==> src/rtl/spi_pkg.sv <==
// Shared types and helpers for the SPI frame receive path.
package spi_pkg;

  // Frame controller states.
  typedef enum logic [1:0] {
    IDLE    = 2'd0,
    RECV    = 2'd1,
    DELIVER = 2'd2,
    SKIP    = 2'd3
  } state_e;

  // Bits per SPI byte.
  localparam int BYTE_BITS = 8;

  // Width of a counter able to hold 0..max_bytes.
  function automatic int len_width(input int max_bytes);
    return $clog2(max_bytes + 1);
  endfunction

endpackage

==> src/rtl/spi_sync_edge.sv <==
// Multi-stage synchronizer for one asynchronous input with rise/fall pulses
// derived from the synchronized level.
module spi_sync_edge #(
  parameter int STAGES = 2
) (
  input  logic clk_i,
  input  logic reset_i,
  input  logic async_i,
  output logic sync_o,
  output logic rise_o,
  output logic fall_o
);

  logic [STAGES-1:0] sync_q;
  logic              prev_q;

  // Shift the raw input through the synchronizer chain and remember the
  // previous synchronized level for edge detection.
  always_ff @(posedge clk_i or posedge reset_i) begin
    if (reset_i) begin
      sync_q <= '0;
      prev_q <= 1'b0;
    end else begin
      sync_q <= {sync_q[STAGES-2:0], async_i};
      prev_q <= sync_q[STAGES-1];
    end
  end

  assign sync_o = sync_q[STAGES-1];
  assign rise_o = sync_q[STAGES-1] & ~prev_q;
  assign fall_o = ~sync_q[STAGES-1] & prev_q;

endmodule

==> src/rtl/spi_frame_ctrl.sv <==
// SPI receive-path frame controller: synchronizes the MCU pins, assembles
// MSB-first bytes into a frame, validates it on cs release and offers it to
// the game logic over a valid/ready handshake.
module spi_frame_ctrl
  import spi_pkg::*;
#(
  parameter int MAX_BYTES   = 4,
  parameter int SYNC_STAGES = 2
) (
  input  logic                              clk_i,
  input  logic                              reset_i,
  input  logic                              sck_i,
  input  logic                              sdi_i,
  input  logic                              cs_i,
  output logic [MAX_BYTES*BYTE_BITS-1:0]    frame_data_o,
  output logic [len_width(MAX_BYTES)-1:0]   frame_len_o,
  output logic                              frame_valid_o,
  input  logic                              frame_ready_i,
  output logic                              busy_o,
  output logic                              err_pulse_o,
  output logic [7:0]                        err_cnt_o
);

  localparam int LW     = len_width(MAX_BYTES);
  localparam int DW     = MAX_BYTES * BYTE_BITS;
  // A single-flop synchronizer is not safe, so shallower settings are raised to 2.
  localparam int SYNC_N = (SYNC_STAGES < 2) ? 2 : SYNC_STAGES;
  localparam logic [LW-1:0] MAX_CNT = LW'(MAX_BYTES);

  logic sck_sync_unused, sck_rise, sck_fall_unused;
  logic cs_sync, cs_rise, cs_fall;
  logic sdi_sync, sdi_rise_unused, sdi_fall_unused;

  spi_sync_edge #(.STAGES(SYNC_N)) u_sync_sck (
    .clk_i   (clk_i),
    .reset_i (reset_i),
    .async_i (sck_i),
    .sync_o  (sck_sync_unused),
    .rise_o  (sck_rise),
    .fall_o  (sck_fall_unused)
  );

  spi_sync_edge #(.STAGES(SYNC_N)) u_sync_cs (
    .clk_i   (clk_i),
    .reset_i (reset_i),
    .async_i (cs_i),
    .sync_o  (cs_sync),
    .rise_o  (cs_rise),
    .fall_o  (cs_fall)
  );

  // sdi goes through the same depth as sck so a sampled bit lines up with
  // the sck edge that qualifies it.
  spi_sync_edge #(.STAGES(SYNC_N)) u_sync_sdi (
    .clk_i   (clk_i),
    .reset_i (reset_i),
    .async_i (sdi_i),
    .sync_o  (sdi_sync),
    .rise_o  (sdi_rise_unused),
    .fall_o  (sdi_fall_unused)
  );

  state_e          state_q, state_d;
  logic [2:0]      bit_cnt_q, bit_cnt_d;
  logic [LW-1:0]   byte_cnt_q, byte_cnt_d;
  logic [7:0]      shift_q, shift_d;
  logic [DW-1:0]   buf_q, buf_d;
  logic            ovf_q, ovf_d;
  logic [DW-1:0]   frame_data_q, frame_data_d;
  logic [LW-1:0]   frame_len_q, frame_len_d;
  logic            frame_valid_q, frame_valid_d;
  logic            err_pulse_q, err_pulse_d;
  logic [7:0]      err_cnt_q, err_cnt_d;
  logic [7:0]      shift_next;
  logic            reject;

  // State and datapath registers; everything clears on reset.
  always_ff @(posedge clk_i or posedge reset_i) begin
    if (reset_i) begin
      state_q       <= IDLE;
      bit_cnt_q     <= '0;
      byte_cnt_q    <= '0;
      shift_q       <= '0;
      buf_q         <= '0;
      ovf_q         <= 1'b0;
      frame_data_q  <= '0;
      frame_len_q   <= '0;
      frame_valid_q <= 1'b0;
      err_pulse_q   <= 1'b0;
      err_cnt_q     <= '0;
    end else begin
      state_q       <= state_d;
      bit_cnt_q     <= bit_cnt_d;
      byte_cnt_q    <= byte_cnt_d;
      shift_q       <= shift_d;
      buf_q         <= buf_d;
      ovf_q         <= ovf_d;
      frame_data_q  <= frame_data_d;
      frame_len_q   <= frame_len_d;
      frame_valid_q <= frame_valid_d;
      err_pulse_q   <= err_pulse_d;
      err_cnt_q     <= err_cnt_d;
    end
  end

  // Next-state logic: byte assembly in RECV, frame validation on cs release,
  // handshake and lost-frame accounting in DELIVER.
  always_comb begin
    state_d       = state_q;
    bit_cnt_d     = bit_cnt_q;
    byte_cnt_d    = byte_cnt_q;
    shift_d       = shift_q;
    buf_d         = buf_q;
    ovf_d         = ovf_q;
    frame_data_d  = frame_data_q;
    frame_len_d   = frame_len_q;
    frame_valid_d = frame_valid_q;
    err_pulse_d   = 1'b0;
    err_cnt_d     = err_cnt_q;
    shift_next    = {shift_q[6:0], sdi_sync};
    reject        = 1'b0;

    case (state_q)
      IDLE: begin
        if (cs_rise) begin
          bit_cnt_d  = '0;
          byte_cnt_d = '0;
          shift_d    = '0;
          buf_d      = '0;
          ovf_d      = 1'b0;
          state_d    = RECV;
        end
      end

      RECV: begin
        // The bit is taken before a coincident cs_fall closes the frame.
        if (sck_rise) begin
          shift_d = shift_next;
          if (bit_cnt_q == 3'd7) begin
            bit_cnt_d = '0;
            if (byte_cnt_q == MAX_CNT) begin
              ovf_d = 1'b1;
            end else begin
              for (int i = 0; i < MAX_BYTES; i++) begin
                if (byte_cnt_q == LW'(i)) begin
                  buf_d[i*BYTE_BITS +: BYTE_BITS] = shift_next;
                end
              end
              byte_cnt_d = byte_cnt_q + 1'b1;
            end
          end else begin
            bit_cnt_d = bit_cnt_q + 1'b1;
          end
        end
        if (cs_fall) begin
          if ((bit_cnt_d != 3'd0) || ovf_d) begin
            reject  = 1'b1;
            state_d = IDLE;
          end else if (byte_cnt_d == '0) begin
            state_d = IDLE;
          end else begin
            frame_data_d  = buf_d;
            frame_len_d   = byte_cnt_d;
            frame_valid_d = 1'b1;
            state_d       = DELIVER;
          end
        end
      end

      DELIVER: begin
        // A new transfer starting while the frame is pending is lost.
        if (cs_rise) begin
          reject = 1'b1;
        end
        if (frame_valid_q && frame_ready_i) begin
          frame_valid_d = 1'b0;
          state_d       = cs_sync ? SKIP : IDLE;
        end
      end

      SKIP: begin
        if (cs_fall) begin
          state_d = IDLE;
        end
      end

      default: state_d = IDLE;
    endcase

    if (reject) begin
      err_pulse_d = 1'b1;
      if (err_cnt_q != 8'hFF) begin
        err_cnt_d = err_cnt_q + 8'd1;
      end
    end
  end

  assign frame_data_o  = frame_data_q;
  assign frame_len_o   = frame_len_q;
  assign frame_valid_o = frame_valid_q;
  assign busy_o        = (state_q == RECV);
  assign err_pulse_o   = err_pulse_q;
  assign err_cnt_o     = err_cnt_q;

endmodule

==> config.mk <==
export PLATFORM = sky130hd
export DESIGN_NAME = spi_frame_ctrl
export DESIGN_NICKNAME = d
export VERILOG_FILES = /design/src/rtl/spi_pkg.sv /design/src/rtl/spi_sync_edge.sv /design/src/rtl/spi_frame_ctrl.sv
export SDC_FILE = /design/constraint.sdc
export NUM_CORES = 1
export LEC_CHECK = 0
export ABC_AREA = 0
export CORE_UTILIZATION = 60
export CTS_CLUSTER_SIZE = 25
export DETAILED_ROUTE_END_ITERATION = 10
export PLACE_DENSITY = 0.82
export SYNTH_ARGS = -nofsm -noshare
export SYNTH_HDL_FRONTEND = slang
export SYNTH_SLANG_ARGS = --single-unit
==> constraint.sdc <==
create_clock -name clk_i -period 8 [get_ports clk_i]
set_clock_uncertainty 0.1 [all_clocks]
set_input_delay 1.6 -clock clk_i [delete_from_list [all_inputs] [get_ports clk_i]]
set_output_delay 1.6 -clock clk_i [all_outputs]
set_load 0.01 [all_outputs]
# Word-level counts from Yosys, hierarchy flattened
# Index checks and enable logic that the tools add are counted.
[word_totals]
wordCells = 103
register_bits = 101
input_bits = 6
out_inout_bits = 46
[classes]
reduce_logical = 14
eq_ne = 16
add_sub_neg = 3
n_bitwise = 8
muxes = 46
[ops]
columns = ["cell", "n"]
rows = [
  ["2-to-1 mux 32 bit", 4],
  ["one-hot mux 32 bit (2 select lines)", 1],
  ["2-to-1 mux 8 bit", 4],
  ["2-to-1 mux 3 bit", 8],
  ["2-to-1 mux 2 bit", 7],
  ["2-to-1 mux 7 bit", 2],
  ["one-hot mux 7 bit (2 select lines)", 1],
  ["2-to-1 mux 1 bit", 13],
  ["one-hot mux 3 bit (2 select lines)", 2],
  ["inequality test 2 bit, second input constant", 5],
  ["adder 8 x 1 -> 8 bit, second input constant", 1],
  ["inequality test 8 bit, second input constant", 1],
  ["one-hot mux 2 bit (4 select lines)", 1],
  ["AND reduction 4 bit", 2],
  ["adder 3 x 1 -> 3 bit, second input constant", 2],
  ["equality test 3 x 2 -> 1 bit, second input constant", 2],
  ["equality test 3 bit, second input constant", 2],
  ["logical NOT 3 bit", 2],
  ["one-hot mux 1 bit (2 select lines)", 3],
  ["inverter 1 bit", 5],
  ["AND reduction 5 bit", 1],
  ["equality test 2 bit, second input constant", 2],
  ["inequality test 2 x 1 -> 1 bit, second input constant", 2],
  ["AND reduction 2 bit", 2],
  ["other kinds (9)", 12],
]

# Longest topological paths before layout
[logic_depth]
depth_word = 10
mapped_depth = 8
ltp_nobuf = 7

# Modules after synthesis
# Synthesis repeated with hierarchy kept, for this count alone.
[unflattened]
cells_unflattened = 494
hier_area_um2 = 5479.0
[by_module_without_submodules]
columns = ["module", "area_each_um2", "seq_area_each_um2", "cells_per_inst", "n_inst"]
rows = [
  ["spi_frame_ctrl", 5197.5, 2327.2, 476, 1],
  ["spi_sync_edge", 93.8, 75.1, 6, 3],
]

# Worst setup path after synthesis
# Ideal clock, no wire load.
[synth_path]
path_type = "input to register"
start = "input port frame_ready_i"
end = "register frame_valid_q (netlist: frame_valid_o)"
setup_time_ns = 0.124
path_stages = 4
setup_slack_ns = 5.383
required_time_ns = 7.776
arrival_ns = 2.393
n_path_buf = 0
path_cell_list = "a21bo_2 and3_1 a311o_1 o31a_1"
[synth_between]
elab_chain_len = 3
[synth_rtl]
columns = ["element", "line", "text"]
rows = [
  ["from (decl)", "spi_frame_ctrl.sv:18", "input logic frame_ready_i,"],
  ["logical AND 1 bit", "spi_frame_ctrl.sv:175", "if (frame_valid_q && frame_ready_i) begin"],
  ["inequality test 2 bit (no source line)", "--", ""],
  ["AND reduction 5 bit (no source line)", "--", ""],
  ["to (signal assigned)", "spi_frame_ctrl.sv:100", "frame_valid_q <= frame_valid_d;"],
  ["to (decl)", "spi_frame_ctrl.sv:71", "logic frame_valid_q, frame_valid_d;"],
]
# No other way between the ends.
# A chain may end at the register's enable or synchronous reset.

# Final worst setup path
[layout_path]
start = "register state_q[1]"
end = "output port busy_o"
[layout_between]
elab_chain_len = 1
[layout_rtl]
columns = ["element", "line", "text"]
rows = [
  ["from (decl)", "spi_frame_ctrl.sv:63", "state_e state_q, state_d;"],
  ["from (signal assigned)", "spi_frame_ctrl.sv:92", "state_q <= state_d;"],
  ["equality test 2 x 1 -> 1 bit", "spi_frame_ctrl.sv:201", "assign busy_o = (state_q == RECV);"],
  ["to (decl)", "spi_frame_ctrl.sv:19", "output logic busy_o,"],
]
# No other way between the ends.

==> results.rst <==
.. list-table::
   :header-rows: 1

   * - Metric
     - Value
   * - Outcome
     - complete, no violations
   * - Net count, final
     - around 430
   * - Combinational share of power
     - 0.222
   * - Worst path top cell family by delay
     - buffers and inverters
   * - Count of antenna-violating nets left after detailed routing
     - 0
   * - Minimum hold slack
     - 0.256 ns
   * - Worst min-delay path class
     - flip-flop to flip-flop
   * - Detailed Place HPWL
     - between 6000 and 7000 um
   * - Post-cts gate resize count
     - 0
   * - Final setup viols
     - 0
   * - Core area
     - around 7400 um^2
   * - Total iterations of the first detailed-routing run
     - 4
   * - Cell internal pwr
     - 0.000752 W
   * - Vertical die dimension
     - around 90 um
   * - Worst setup startpoint
     - state_q[1]
   * - CP Data Arrival Time
     - 2.06 ns
   * - Ratio of cells with drive above 1 in the final layout
     - 0.204
   * - Register share of total power
     - 0.519
   * - Avg WL per Cell
     - between 15 and 20 um
   * - Setup tns final
     - 0 ns
   * - Width of the chip
     - ~90 um
   * - Origin of the worst min-delay path
     - u_sync_sdi.sync_q[0]
   * - Power per standard cell area
     - around 210 nW/um^2
   * - Routability congestion estimate from global placement
     - about 0.77
   * - H-tree depth
     - 3
   * - Measured slew at the worst slew-check pin
     - approximately 1.1 ns
   * - Wirelength, routed
     - 9140 um
   * - Clock Root Buffer
     - clkbuf_8
   * - Via count
     - roughly 3,000
   * - Iteration-0 DRC count of the detailed router
     - approximately 160
   * - Antenna violations before repair
     - 0
   * - Total net switching power
     - a little over 0.0004 W
   * - Fmax
     - ~270 MHz
   * - Number of hold violations in the final report
     - 0
   * - Share of the clock period used by the worst path
     - 0.470
   * - Area Overhead vs Synth
     - 15.7%
   * - Effective utilization at floorplan
     - 0.634
   * - Max Buffers Root-to-Sink
     - 2
   * - Count of mapped cells out of synthesis
     - 359
   * - Aggregate global routing overflow
     - 0
   * - EDFF count, synth
     - 0
   * - P_leak
     - ~2.6 nW
   * - Main flop type after synthesis
     - dfrtp_1
   * - Post-layout utilization of the core
     - 0.733
   * - Clock-pin slew on the worst setup and hold paths
     - 0.09 ns
   * - Sw Share
     - 0.349
   * - Worst path slowest cell
     - clkdlybuf4s50_1
   * - I/O pin count
     - between 50 and 60
   * - Ordered list of cells on the worst path
     - inv_1 > ha_1 > clkdlybuf4s50_1
   * - Highest cell delay on the worst timing path
     - 0.64 ns
   * - Register area share after synthesis
     - 0.539
   * - Combined area of all synthesized cells
     - approximately 4700 um^2
   * - Antenna Cells
     - 0
   * - Required time of the worst setup path
     - ~6.3 ns
   * - Unrepaired setup endpoints after global routing
     - no
   * - Clock share of power
     - 0.258
   * - CTS tree
     - yes
   * - Number of I/O port buffers
     - around 50
   * - Seq cells post-synth
     - between 100 and 150
   * - Proportion of synthesized flip-flops having asynchronous set or reset
     - 1.00
   * - Post-Syn Nets
     - 378
   * - Hold buffer count at cts
     - 0
   * - Worst reg2reg startpoint
     - bit_cnt_q[0]
   * - Synthesis Warnings
     - 0
   * - DR DRC count
     - 0
   * - Post-CTS Setup Repair Bufs
     - 0
   * - Final Max Slew Viols
     - 0
   * - Wire length of the first global-routing pass
     - roughly 16,000 um
   * - Number of placement rows
     - 31
   * - Highest fanout seen on the critical path
     - 15
   * - Category of the worst setup path launch point
     - flip-flop
   * - Most common cell after layout, fill and taps aside
     - dfrtp_1
   * - Via count of the first global-routing pass
     - 3,083
   * - Mean area per synthesized cell
     - 13.1 um^2
   * - Routed vias/inst
     - 5.87
   * - Shortest clock period the worst path allows after layout
     - about 3.8 ns
   * - Clock buffers created by TritonCTS
     - 9
   * - Worst relative slew slack
     - 0.280
   * - Category of the most critical setup path
     - flip-flop to output pin
   * - Critical path endpoint category
     - output pin
   * - GRT Resource Usage Total
     - 0.243
   * - Max-Cap Viols
     - 0
   * - Die footprint
     - ~8200 um^2
   * - Skew-Pair Late Insertion Delay
     - 0.36 ns
   * - Pin count of the biggest net entering global routing
     - slightly below 90
   * - Number of library cell types mapped by synthesis
     - 49
   * - Buf+Inv Stages, Crit Path
     - 2
   * - Leading cell types in the layout, fill and taps excluded
     - dfrtp_1, clkdlybuf4s50_1, mux2_2
   * - Largest voltage drop on the vdd net
     - around 170 uV
   * - Num Clock Sinks
     - approximately 100
layout make-up:
class	count	area [um^2]
flip-flops and latches	101	2530
multi-input cells	226	2010
fillers	513	1980
repair buffers	52	518
clock buffers	10	138
well taps	99	124
inverters	16	62.6
clock inverters	6	48.8
power groups by stage:
| stage | Sequential [W] | Combinational [W] | Clock [W] |
|---|---|---|---|
| after CTS | 0.000599 | 0.000255 | 0.000305 |
| after global placement | 0.000606 | 0.000243 | 0 |
| after floorplan | 0.000572 | 0.000201 | 0 |
| after detailed placement | 0.000608 | 0.000252 | 0 |
| final | 0.000600 | 0.000257 | 0.000299 |
| after global routing | 0.000607 | 0.000284 | 0.000327 |
stage by stage:
step,total power [W],area [um^2],instances,worst slack [ns]
final,0.00116,5430,510,4.24
after global routing,0.00122,5430,510,4.15
after CTS,0.00116,5430,510,4.23
after detailed placement,0.000860,5240,494,4.64
after global placement,0.000849,5240,494,4.67
after floorplan,0.000773,4690,359,3.65
cells by family (layout without fill, tap and decap cells):
group	count (synthesis)	count (layout)	share of synthesized area
muxes	71	71	0.189
xor gates and xnor gates	7	7	0.0131
adders and majority gates	13	13	0.0347
buffers and inverters	32	84	0.0331
AOI/OAI and AO/OA	71	71	0.116
and+or+nand+nor	64	64	0.0762
DFF	101	101	0.539
state kept, by name, indices dropped and copies added, names as in the netlist, 3 cells and up:
signal,count
err_cnt_o,8
byte_cnt_q,3
shift_q,7
buf_q,32
frame_len_o,3
frame_data_o,32
bit_cnt_q,3
path summary, 6_finish.rpt:
kind                       slack (ns)  depth (start not counted)                    to
setup / recovery                 4.24                          3                busy_o
hold / removal                   0.26                          0  u_sync_sdi.sync_q[1]
setup reg to reg                 4.81                          7      frame_data_o[30]
hold reg to reg                  0.26                          0  u_sync_sdi.sync_q[1]
max in group asynchronous        5.10                          3             buf_q[28]
min in group asynchronous        1.39                          2          err_cnt_o[5]
routing by layer:
| layer | vias up | share of wire | track usage | wire length (um) |
|---|---|---|---|---|
| met1 | 1524 | 0.47 | 0.348 | 4290 |
| met4 | 0 | 0.013 | 0.0672 | 123 |
| met5 | - | 0 | 0 | 0 |
| met3 | 10 | 0.035 | 0.0337 | 316 |
| li1 | 1389 | - | - | - |
| met2 | 73 | 0.48 | 0.392 | 4410 |
synth_stat cells, types with 2 or more instances:
| library cell | number | area share |
|---|---|---|
| a211oi_1 | 2 | 0.0032 |
| nor2_1 | 9 | 0.0072 |
| clkbuf_1 | 7 | 0.0056 |
| o22ai_1 | 3 | 0.0040 |
| nand3b_1 | 2 | 0.0032 |
| buf_6 | 4 | 0.0096 |
| a22o_1 | 31 | 0.058 |
| and3_1 | 5 | 0.0067 |
| nand2_1 | 25 | 0.020 |
| nand3_1 | 7 | 0.0075 |
| mux2i_1 | 9 | 0.019 |
| a32o_1 | 2 | 0.0043 |
| o21ai_0 | 13 | 0.014 |
| a21boi_0 | 2 | 0.0032 |
| mux2_1 | 3 | 0.0072 |
| ha_1 | 13 | 0.035 |
| and2_1 | 2 | 0.0027 |
| a21o_1 | 4 | 0.0064 |
| a21oi_1 | 2 | 0.0021 |
| o21ai_1 | 2 | 0.0021 |
| mux2_2 | 33 | 0.079 |
| xnor2_1 | 7 | 0.013 |
| nand4_1 | 3 | 0.0040 |
| a21bo_2 | 2 | 0.0043 |
| mux2_4 | 26 | 0.083 |
| inv_1 | 16 | 0.013 |
| dfrtp_1 | 101 | 0.54 |
| buf_1 | 3 | 0.0024 |
Note: power is estimated with default switching activity, not from simulation.
